[config.mk]
export PLATFORM = sky130hd
export DESIGN_NAME = branch_unit_ctrl
export DESIGN_NICKNAME = d
export VERILOG_FILES = /design/src/rtl/branch_unit_ctrl_pkg.sv /design/src/rtl/branch_cmp_eval.sv /design/src/rtl/branch_unit_ctrl.sv
export SDC_FILE = /design/constraint.sdc
export NUM_CORES = 1
export LEC_CHECK = 0
export ABC_AREA = 1
export CAP_MARGIN = 20
export CORE_MARGIN = 4
export CORE_UTILIZATION = 50
export CTS_CLUSTER_DIAMETER = 50
export CTS_CLUSTER_SIZE = 25
export DETAILED_ROUTE_END_ITERATION = 8
export GPL_TIMING_DRIVEN = 0
export PLACE_DENSITY = 0.92
export SLEW_MARGIN = 0
export SYNTH_ARGS = -nofsm -noshare
export SYNTH_HDL_FRONTEND = slang
export SYNTH_HIERARCHICAL = 1
export SYNTH_SLANG_ARGS = --single-unit
[constraint.sdc]
create_clock -name clk -period 2.4 [get_ports clk]
set_clock_uncertainty 0.1 [all_clocks]
set_input_delay 0.48 -clock clk [delete_from_list [all_inputs] [get_ports clk]]
set_output_delay 0.48 -clock clk [all_outputs]
set_load 0.02 [all_outputs]
[src/rtl/branch_unit_ctrl_pkg.sv]
// rtl/branch_unit_ctrl_pkg.sv - shared ALU and compare op encodings for the branch unit
package branch_unit_ctrl_pkg;

  typedef enum logic [3:0] {
    ALU_NOP  = 4'd0,
    ALU_SLT  = 4'd2,
    ALU_SLTU = 4'd3,
    ALU_XOR  = 4'd4
  } alu_op_e;

  typedef enum logic [2:0] {
    CMP_NOP = 3'd0,
    CMP_EQ  = 3'd1,
    CMP_NE  = 3'd2,
    CMP_LT  = 3'd3,
    CMP_GE  = 3'd4,
    CMP_LTU = 3'd5,
    CMP_GEU = 3'd6
  } cmp_op_e;

endpackage

[src/rtl/branch_cmp_eval.sv]
// rtl/branch_cmp_eval.sv - maps an ALU result to a branch outcome for a compare op
module branch_cmp_eval
  import branch_unit_ctrl_pkg::*;
#(
  parameter int XLEN = 32
) (
  input  logic [2:0]      cmp_op,
  input  logic [XLEN-1:0] result,
  output logic            taken
);

  // EQ/NE look at the XOR result; the ordered compares look at the SLT/SLTU flag bit.
  always_comb begin
    taken = 1'b0;
    case (cmp_op)
      CMP_EQ:          taken = (result == '0);
      CMP_NE:          taken = (result != '0);
      CMP_LT, CMP_LTU: taken = result[0];
      CMP_GE, CMP_GEU: taken = !result[0];
      default:         taken = 1'b0;
    endcase
  end

endmodule

[src/rtl/branch_unit_ctrl.sv]
// rtl/branch_unit_ctrl.sv - branch resolution controller sharing an external ALU
module branch_unit_ctrl
  import branch_unit_ctrl_pkg::*;
#(
  parameter int XLEN       = 32,
  parameter int WAIT_LIMIT = 15
) (
  input  logic            clk,
  input  logic            rst_n,
  input  logic            br_valid,
  output logic            br_ready,
  input  logic [XLEN-1:0] br_pc,
  input  logic [XLEN-1:0] br_imm,
  input  logic [3:0]      br_alu_op,
  input  logic [2:0]      br_cmp_op,
  input  logic [XLEN-1:0] br_rs1_val,
  input  logic [XLEN-1:0] br_rs2_val,
  input  logic            flush,
  output logic            alu_req,
  input  logic            alu_gnt,
  output logic [3:0]      alu_op_o,
  output logic [XLEN-1:0] alu_a,
  output logic [XLEN-1:0] alu_b,
  input  logic            alu_done,
  input  logic [XLEN-1:0] alu_result,
  output logic            redirect_valid,
  output logic [XLEN-1:0] redirect_pc,
  output logic            taken,
  output logic            busy,
  output logic            timeout_err
);

  typedef enum logic [2:0] {
    S_IDLE, S_ALU_REQ, S_ALU_WAIT, S_RESOLVE, S_DRAIN
  } state_e;

  localparam int CW = $clog2(WAIT_LIMIT + 1);
  localparam logic [XLEN-1:0] PC_STEP = XLEN'(4);

  state_e          state_q;
  logic [XLEN-1:0] pc_q, imm_q, rs1_q, rs2_q, redirect_pc_q;
  logic [3:0]      alu_op_q;
  logic [2:0]      cmp_op_q;
  logic [CW-1:0]   cnt_q;
  logic            taken_q, timeout_q;
  logic            handshake, alu_taken, drive_alu;

  assign handshake = br_valid && (state_q == S_IDLE) && !flush;
  assign drive_alu = (state_q == S_ALU_REQ) || (state_q == S_ALU_WAIT);

  branch_cmp_eval #(.XLEN(XLEN)) u_cmp_eval (
    .cmp_op (cmp_op_q),
    .result (alu_result),
    .taken  (alu_taken)
  );

  always_ff @(posedge clk or negedge rst_n) begin
    if (!rst_n) begin
      state_q       <= S_IDLE;
      pc_q          <= '0;
      imm_q         <= '0;
      rs1_q         <= '0;
      rs2_q         <= '0;
      alu_op_q      <= '0;
      cmp_op_q      <= '0;
      cnt_q         <= '0;
      redirect_pc_q <= '0;
      taken_q       <= 1'b0;
      timeout_q     <= 1'b0;
    end else begin
      timeout_q <= 1'b0;
      case (state_q)
        S_IDLE: if (handshake) begin
          pc_q     <= br_pc;
          imm_q    <= br_imm;
          rs1_q    <= br_rs1_val;
          rs2_q    <= br_rs2_val;
          alu_op_q <= br_alu_op;
          cmp_op_q <= br_cmp_op;
          if (br_cmp_op == CMP_NOP) begin
            taken_q       <= 1'b0;
            redirect_pc_q <= br_pc + PC_STEP;
            state_q       <= S_RESOLVE;
          end else begin
            state_q <= S_ALU_REQ;
          end
        end
        S_ALU_REQ: begin
          if (flush) begin
            state_q <= S_IDLE;
          end else if (alu_gnt) begin
            cnt_q   <= '0;
            state_q <= S_ALU_WAIT;
          end
        end
        S_ALU_WAIT: begin
          // A flush still owes the ALU its completion, so drain unless it lands this cycle.
          if (flush) begin
            state_q <= alu_done ? S_IDLE : S_DRAIN;
          end else if (alu_done) begin
            taken_q       <= alu_taken;
            redirect_pc_q <= alu_taken ? pc_q + imm_q : pc_q + PC_STEP;
            state_q       <= S_RESOLVE;
          end else if (cnt_q == CW'(WAIT_LIMIT - 1)) begin
            timeout_q <= 1'b1;
            state_q   <= S_DRAIN;
          end else begin
            cnt_q <= cnt_q + CW'(1);
          end
        end
        S_RESOLVE: state_q <= S_IDLE;
        S_DRAIN:   if (alu_done) state_q <= S_IDLE;
        default:   state_q <= S_IDLE;
      endcase
    end
  end

  assign br_ready       = (state_q == S_IDLE);
  assign busy           = (state_q != S_IDLE);
  assign alu_req        = (state_q == S_ALU_REQ);
  assign alu_op_o       = drive_alu ? alu_op_q : '0;
  assign alu_a          = drive_alu ? rs1_q : '0;
  assign alu_b          = drive_alu ? rs2_q : '0;
  assign redirect_valid = (state_q == S_RESOLVE) && !flush;
  assign redirect_pc    = redirect_pc_q;
  assign taken          = taken_q;
  assign timeout_err    = timeout_q;

endmodule
* Yosys cells after proc, flatten, opt, wreduce, memory -nomap -nowiden
Cells that the tools add are included.
** Word-level totals
- Input port bits :: 173
- Output and inout port bits :: 106
- Logic and storage cells :: 91
- Register bits :: 176
** Operators by class
- Eq/ne operators :: 22
- Reductions and logical operators :: 19
- Mux-type cells :: 35
- Add/sub/neg operators :: 4
** Operators with widths (count)
- $mux 32 :: 7
- $add 32x3->32 const B :: 2
- $pmux 32 s2 :: 1
- $add 32x32->32 :: 1
- $logic_not 32->1 :: 1
- $reduce_bool 32->1 :: 1
- $mux 3 :: 8
- $mux 4 :: 6
- $eq 3x2->1 const B :: 4
- $eq 3x3->1 const B :: 4
- $ne 2x2->1 const B :: 6
- $pmux 3 s4 :: 1
- $mux 1 :: 8
- $pmux 4 s2 :: 1
- $eq 3x1->1 const B :: 2
- $logic_not 3->1 :: 2
- $ne 2x1->1 const B :: 3
- $reduce_and 6->1 :: 1
- $reduce_and 5->1 :: 1
- $add 4x1->4 const B :: 1
- $eq 4x4->1 const B :: 1
- $ne 4x3->1 const B :: 1
- $pmux 1 s4 :: 1
- $reduce_and 4->1 :: 1
- other kinds (10) :: 15

* Depth between registers and ports, before layout
- Depth after elaboration :: 7
- Gate-level depth with buffers :: 16
- Mapped depth without buffers :: 16

* Hierarchy
Netlist, hierarchy kept.
** Modules (own cells, without submodules)
- branch_unit_ctrl :: area each 11358.4 um^2, cells each 1721, times used 1, seq. area each 4404.2 um^2
- branch_cmp_eval :: area each 176.4 um^2, cells each 43, times used 1, seq. area each 0.0 um^2

* Worst setup path after synthesis
No wires, ideal clock.
- Path kind :: flip-flop to output port
- Start point :: register state_q[2]
- End point :: output alu_b[11]
- Data arrival time :: 1.998 ns
- Cell stages (with the launch flop) :: 8
- Buffers on the path :: 2
- Slack :: -0.178 ns
- Data required time :: 1.820 ns
- Cell sequence :: dfrtp_1 nor3_1 inv_1 nand2_1 inv_2 clkbuf_1 buf_1 nor2_1
** Between the ends
- Longest elaborated chain between the ends :: 3
- Elaborated cells between the ends (all ways) :: 4
- Those cells by class :: eq/ne: 2; mux: 1; reduce/logical: 1
** RTL lines
- start: declaration :: RTL line branch_unit_ctrl.sv:40 : state_e state_q;
- start signal: assignment :: RTL line branch_unit_ctrl.sv:99 : state_q <= alu_done ? S_IDLE : S_DRAIN;
- $eq 3x1->1
- via alu_req :: RTL line branch_unit_ctrl.sv:19 : output logic alu_req,
- $logic_or 1x1->1 :: RTL line branch_unit_ctrl.sv:49 : assign drive_alu = (state_q == S_ALU_REQ) || (state_q == S_ALU_WAIT);
- $mux 32 :: RTL line branch_unit_ctrl.sv:123 : assign alu_b = drive_alu ? rs2_q : '0;
- end: declaration :: RTL line branch_unit_ctrl.sv:23 : output logic [XLEN-1:0] alu_b,
The timed path passes the listed nets, and every way through them passes these cells.

* Worst setup path in the final report
- Start point :: register state_q[1]
- End point :: output alu_b[24]
** Between the ends
- Longest elaborated chain between the ends :: 3
- Elaborated cells between the ends (all ways) :: 4
- Those cells by class :: eq/ne: 2; mux: 1; reduce/logical: 1
** RTL lines (RTL line)
- $eq 3x1->1 or $eq 3x2->1 (tied branches) :: branch_unit_ctrl.sv:49
- $logic_or 1x1->1 * :: branch_unit_ctrl.sv:49
- $mux 32 * :: branch_unit_ctrl.sv:123
Mark *: on every way between the ends. The rest lies on a longest branch, timed or not.

==> reports/qor.yml <==
cts-root-buf: "clkbuf_16"
clk_latency_ps: 450
first_pass_iters: 7
die_area_um2: 25560
slew_headroom_pct: 45.73
yosysMostFrequentCell: "nand2_1"
power_density_nw_per_um2: 1374
syn_inst: 1764
p_leak_nw: 8.055
via_count: 13170
ant_nets: 0
overflow: 0
final-setup-viol-count: 67
fp.dieW_um: 159.9
reg2reg_depth: 6
ys_types: 42
irDropWorstVdd_mv: 0.9356
rows: 55
synth-edff-count: 0
cts.htree.levels: 4
synth_compound_area_share_pct: 11.10
wl_per_cell_um: 19.44
netlist_area_um2: 11530
cts_tree: "done"
grt_pass1_wl_um: 68140
synthAdderAreaFrac_pct: 3.970
synth_mux_area_share_pct: 0
place.gp.congestion: 0.9763
synth_top_family_by_area: "simple AND/OR/NAND/NOR gates"
hp-start: "br_pc[3]"
crit_start: "state_q[1]$_DFFE_PN0P_"
cts.path.max_buffers: 2
diodes: 0
track_usage_pct: 33.60
via_per_inst: 5.522
rr_startpoint: "state_q[1]$_DFFE_PN0P_"
cp-start-kind: "flip-flop"
synthToLayoutAreaGrowth_pct: 44.26
grt_setup_unrepaired: "yes"
maxCapViolations: 0
hold_violations: 0
path_clk_slew_ps: 90
start_util_pct: 50.95
crit_fanout: 7
port_buffers: 278
synth_seq_cells: 176
grt_pass1_vias: 12826
worst_slew_pin_slew_ps: 814.0
status: "complete, but fails checks"
slew_violations: 0
critPathCaptureType: "output pin"
required_ps: 1820
critPathKind: "reg2out"
grt_max_degree: 126
core_um2: 22640
synth_area_leaders: "dfrtp_1, nand2_1, inv_1"
place_hpwl_um: 34440
yosys.area_share.simple_pct: 34.40
worstHoldPathType: "in2reg"
async_flop_share_pct: 100.0
cts-buffers-inserted: 17
postSynthAreaPerCell_um2: 6.539
ios: 279
yosys.area.top_type: "dfrtp_1"
synth_xor_area_share_pct: 2.354
period_share_pct: 106.7
failed_checks: "negative setup slack"
synthTopCellsByCount: "nand2_1, inv_1, nor2_1, dfrtp_1, o21ai_0"
utilization_pct: 73.50
yosys_warnings: 6
drt_wl_total_um: 46350
syn_nets: 1973
whs_path_depth: 3
layout_setup_ws_ps: -160.0
min_period_ps: 2560
die_y_um: 159.9
antenna_found_initial: 2
drcViolationCount: 0
worst_ep_arrival_time_ps: 1980
drtIter0Drc: 1199
ys_seq_area_share_pct: 38.18
layout.nets: 2296
design_area_um2: 16640
max_clock_freq_ghz: 0.3906
dp_slack_ps: -987.5
dpl-instance-area_um2: 14710
clock_sinks: 176
synthFlopType: "dfrtp_1"
drive_gt1_share_pct: 16.95
synth_top_area_share_pct: 38.18
area by class of cell:
cell class	instances	area, um2
plain buffers	54	400.4
well taps	285	356.6
flip-flops and latches	176	4424
fillers	1689	6001
repair buffers	305	3035
inverters	242	925.9
clock buffers	17	425.4
clock inverters	15	198.9
multi-input cells	1291	6873
metal layers:
layer  up-vias  wire, um  track usage, %
met5         -        20               0
met4         4      2104           14.12
met3       138      4339           7.277
met2       701     23380           59.67
met1      6122     16510           39.37
li1       6205         -               -
worst max-delay path, cell delays in order, from the launching register on:
cell and delay, ps:
dfrtp_1 400, inv_1 110, nor3_4 250, inv_4 60, nand2_4 80, inv_8 50, clkbuf_16 170, clkbuf_16 180
nor2_4 90, buf_6 130
cells in the final DEF, fill, tap and decap left out, types with 5 or more instances in the layout:
master	synthesis	final
a21oi_1	72	57
a21oi_2	0	13
buf_2	11	10
buf_4	2	55
buf_6	2	41
clkbuf_1	38	18
clkbuf_16	0	20
clkbuf_2	0	10
clkdlybuf4s50_1	0	202
clkinv_8	0	5
dfrtp_1	176	160
dfrtp_2	0	16
ha_1	35	12
ha_2	0	9
ha_4	0	14
inv_1	237	232
inv_2	4	5
nand2_1	603	581
nand2_2	1	18
nand2_4	0	5
nand3_1	84	67
nand3_2	0	14
nand3b_1	7	7
nand4_1	19	19
nor2_1	220	151
nor2_2	2	28
nor2_4	1	44
nor3_1	24	20
nor4_1	9	9
o21ai_0	142	134
o21ai_1	9	11
o21ai_2	0	6
xnor2_1	8	8
xor2_1	23	23
sequential cells by signal (all words and copies together), names as in the netlist:
| register | flops |
|---|---|
| taken | 1 |
| cmp_op_q | 3 |
| imm_q | 32 |
| cnt_q | 4 |
| timeout_err | 1 |
| alu_op_q | 4 |
| state_q | 3 |
| pc_q | 32 |
| rs2_q | 32 |
| rs1_q | 32 |
| redirect_pc | 32 |
cells by family after synthesis:
kind of cell | after synthesis
flip-flops | 176
AND/OR/NAND/NOR | 980
XOR/XNOR | 31
buffers and inverters | 297
AO/OA/AOI/OAI | 244
adder cells (fa/ha/maj) | 36
stage by stage:
| stage | power [mW] | setup TNS, ps | instances | hold WS (ps) |
|---|---|---|---|---|
| floorplan | 12.12 | 0 | 1764 | 84.41 |
| global placement | 16.43 | -1232050 | 2327 | 366.6 |
| detailed placement | 16.69 | -121570 | 2328 | 318.4 |
| CTS | 20.50 | -1762 | 2372 | 399.2 |
| global route | 24.25 | -8070 | 2385 | 323.9 |
| finish | 22.86 | -3894 | 2385 | 315.8 |
power by group:
part           internal, mW  leakage, nW  switching, mW
sequential             4.34         2.17           1.29
combinational          5.54         5.59           8.74
clock                  1.45        0.302           1.52
total                  11.3         8.05           11.5
worst paths after layout:
path,to,slack (ps)
worst max-delay path,alu_b[24],-160
worst min-delay path,pc_q[3]$_DFFE_PN0P_,320
worst max register to register,redirect_pc[3]$_DFFE_PN0P_,-110
worst min register to register,redirect_pc[24]$_DFFE_PN0P_,390
max in group asynchronous,pc_q[17]$_DFFE_PN0P_,740
min in group asynchronous,imm_q[5]$_DFFE_PN0P_,430
repair_timing:
action | in CTS | in global routing
hold buffers | 1 | 0
gates resized for setup | 452 | 243
endpoints found under the setup margin | 205 | 217
hold endpoints to repair | 51 | 0
pin swaps | 13 | 21
setup buffers | 11 | 12
cloned | 2 | 2
No activity file was read; power rests on OpenSTA's default activity.
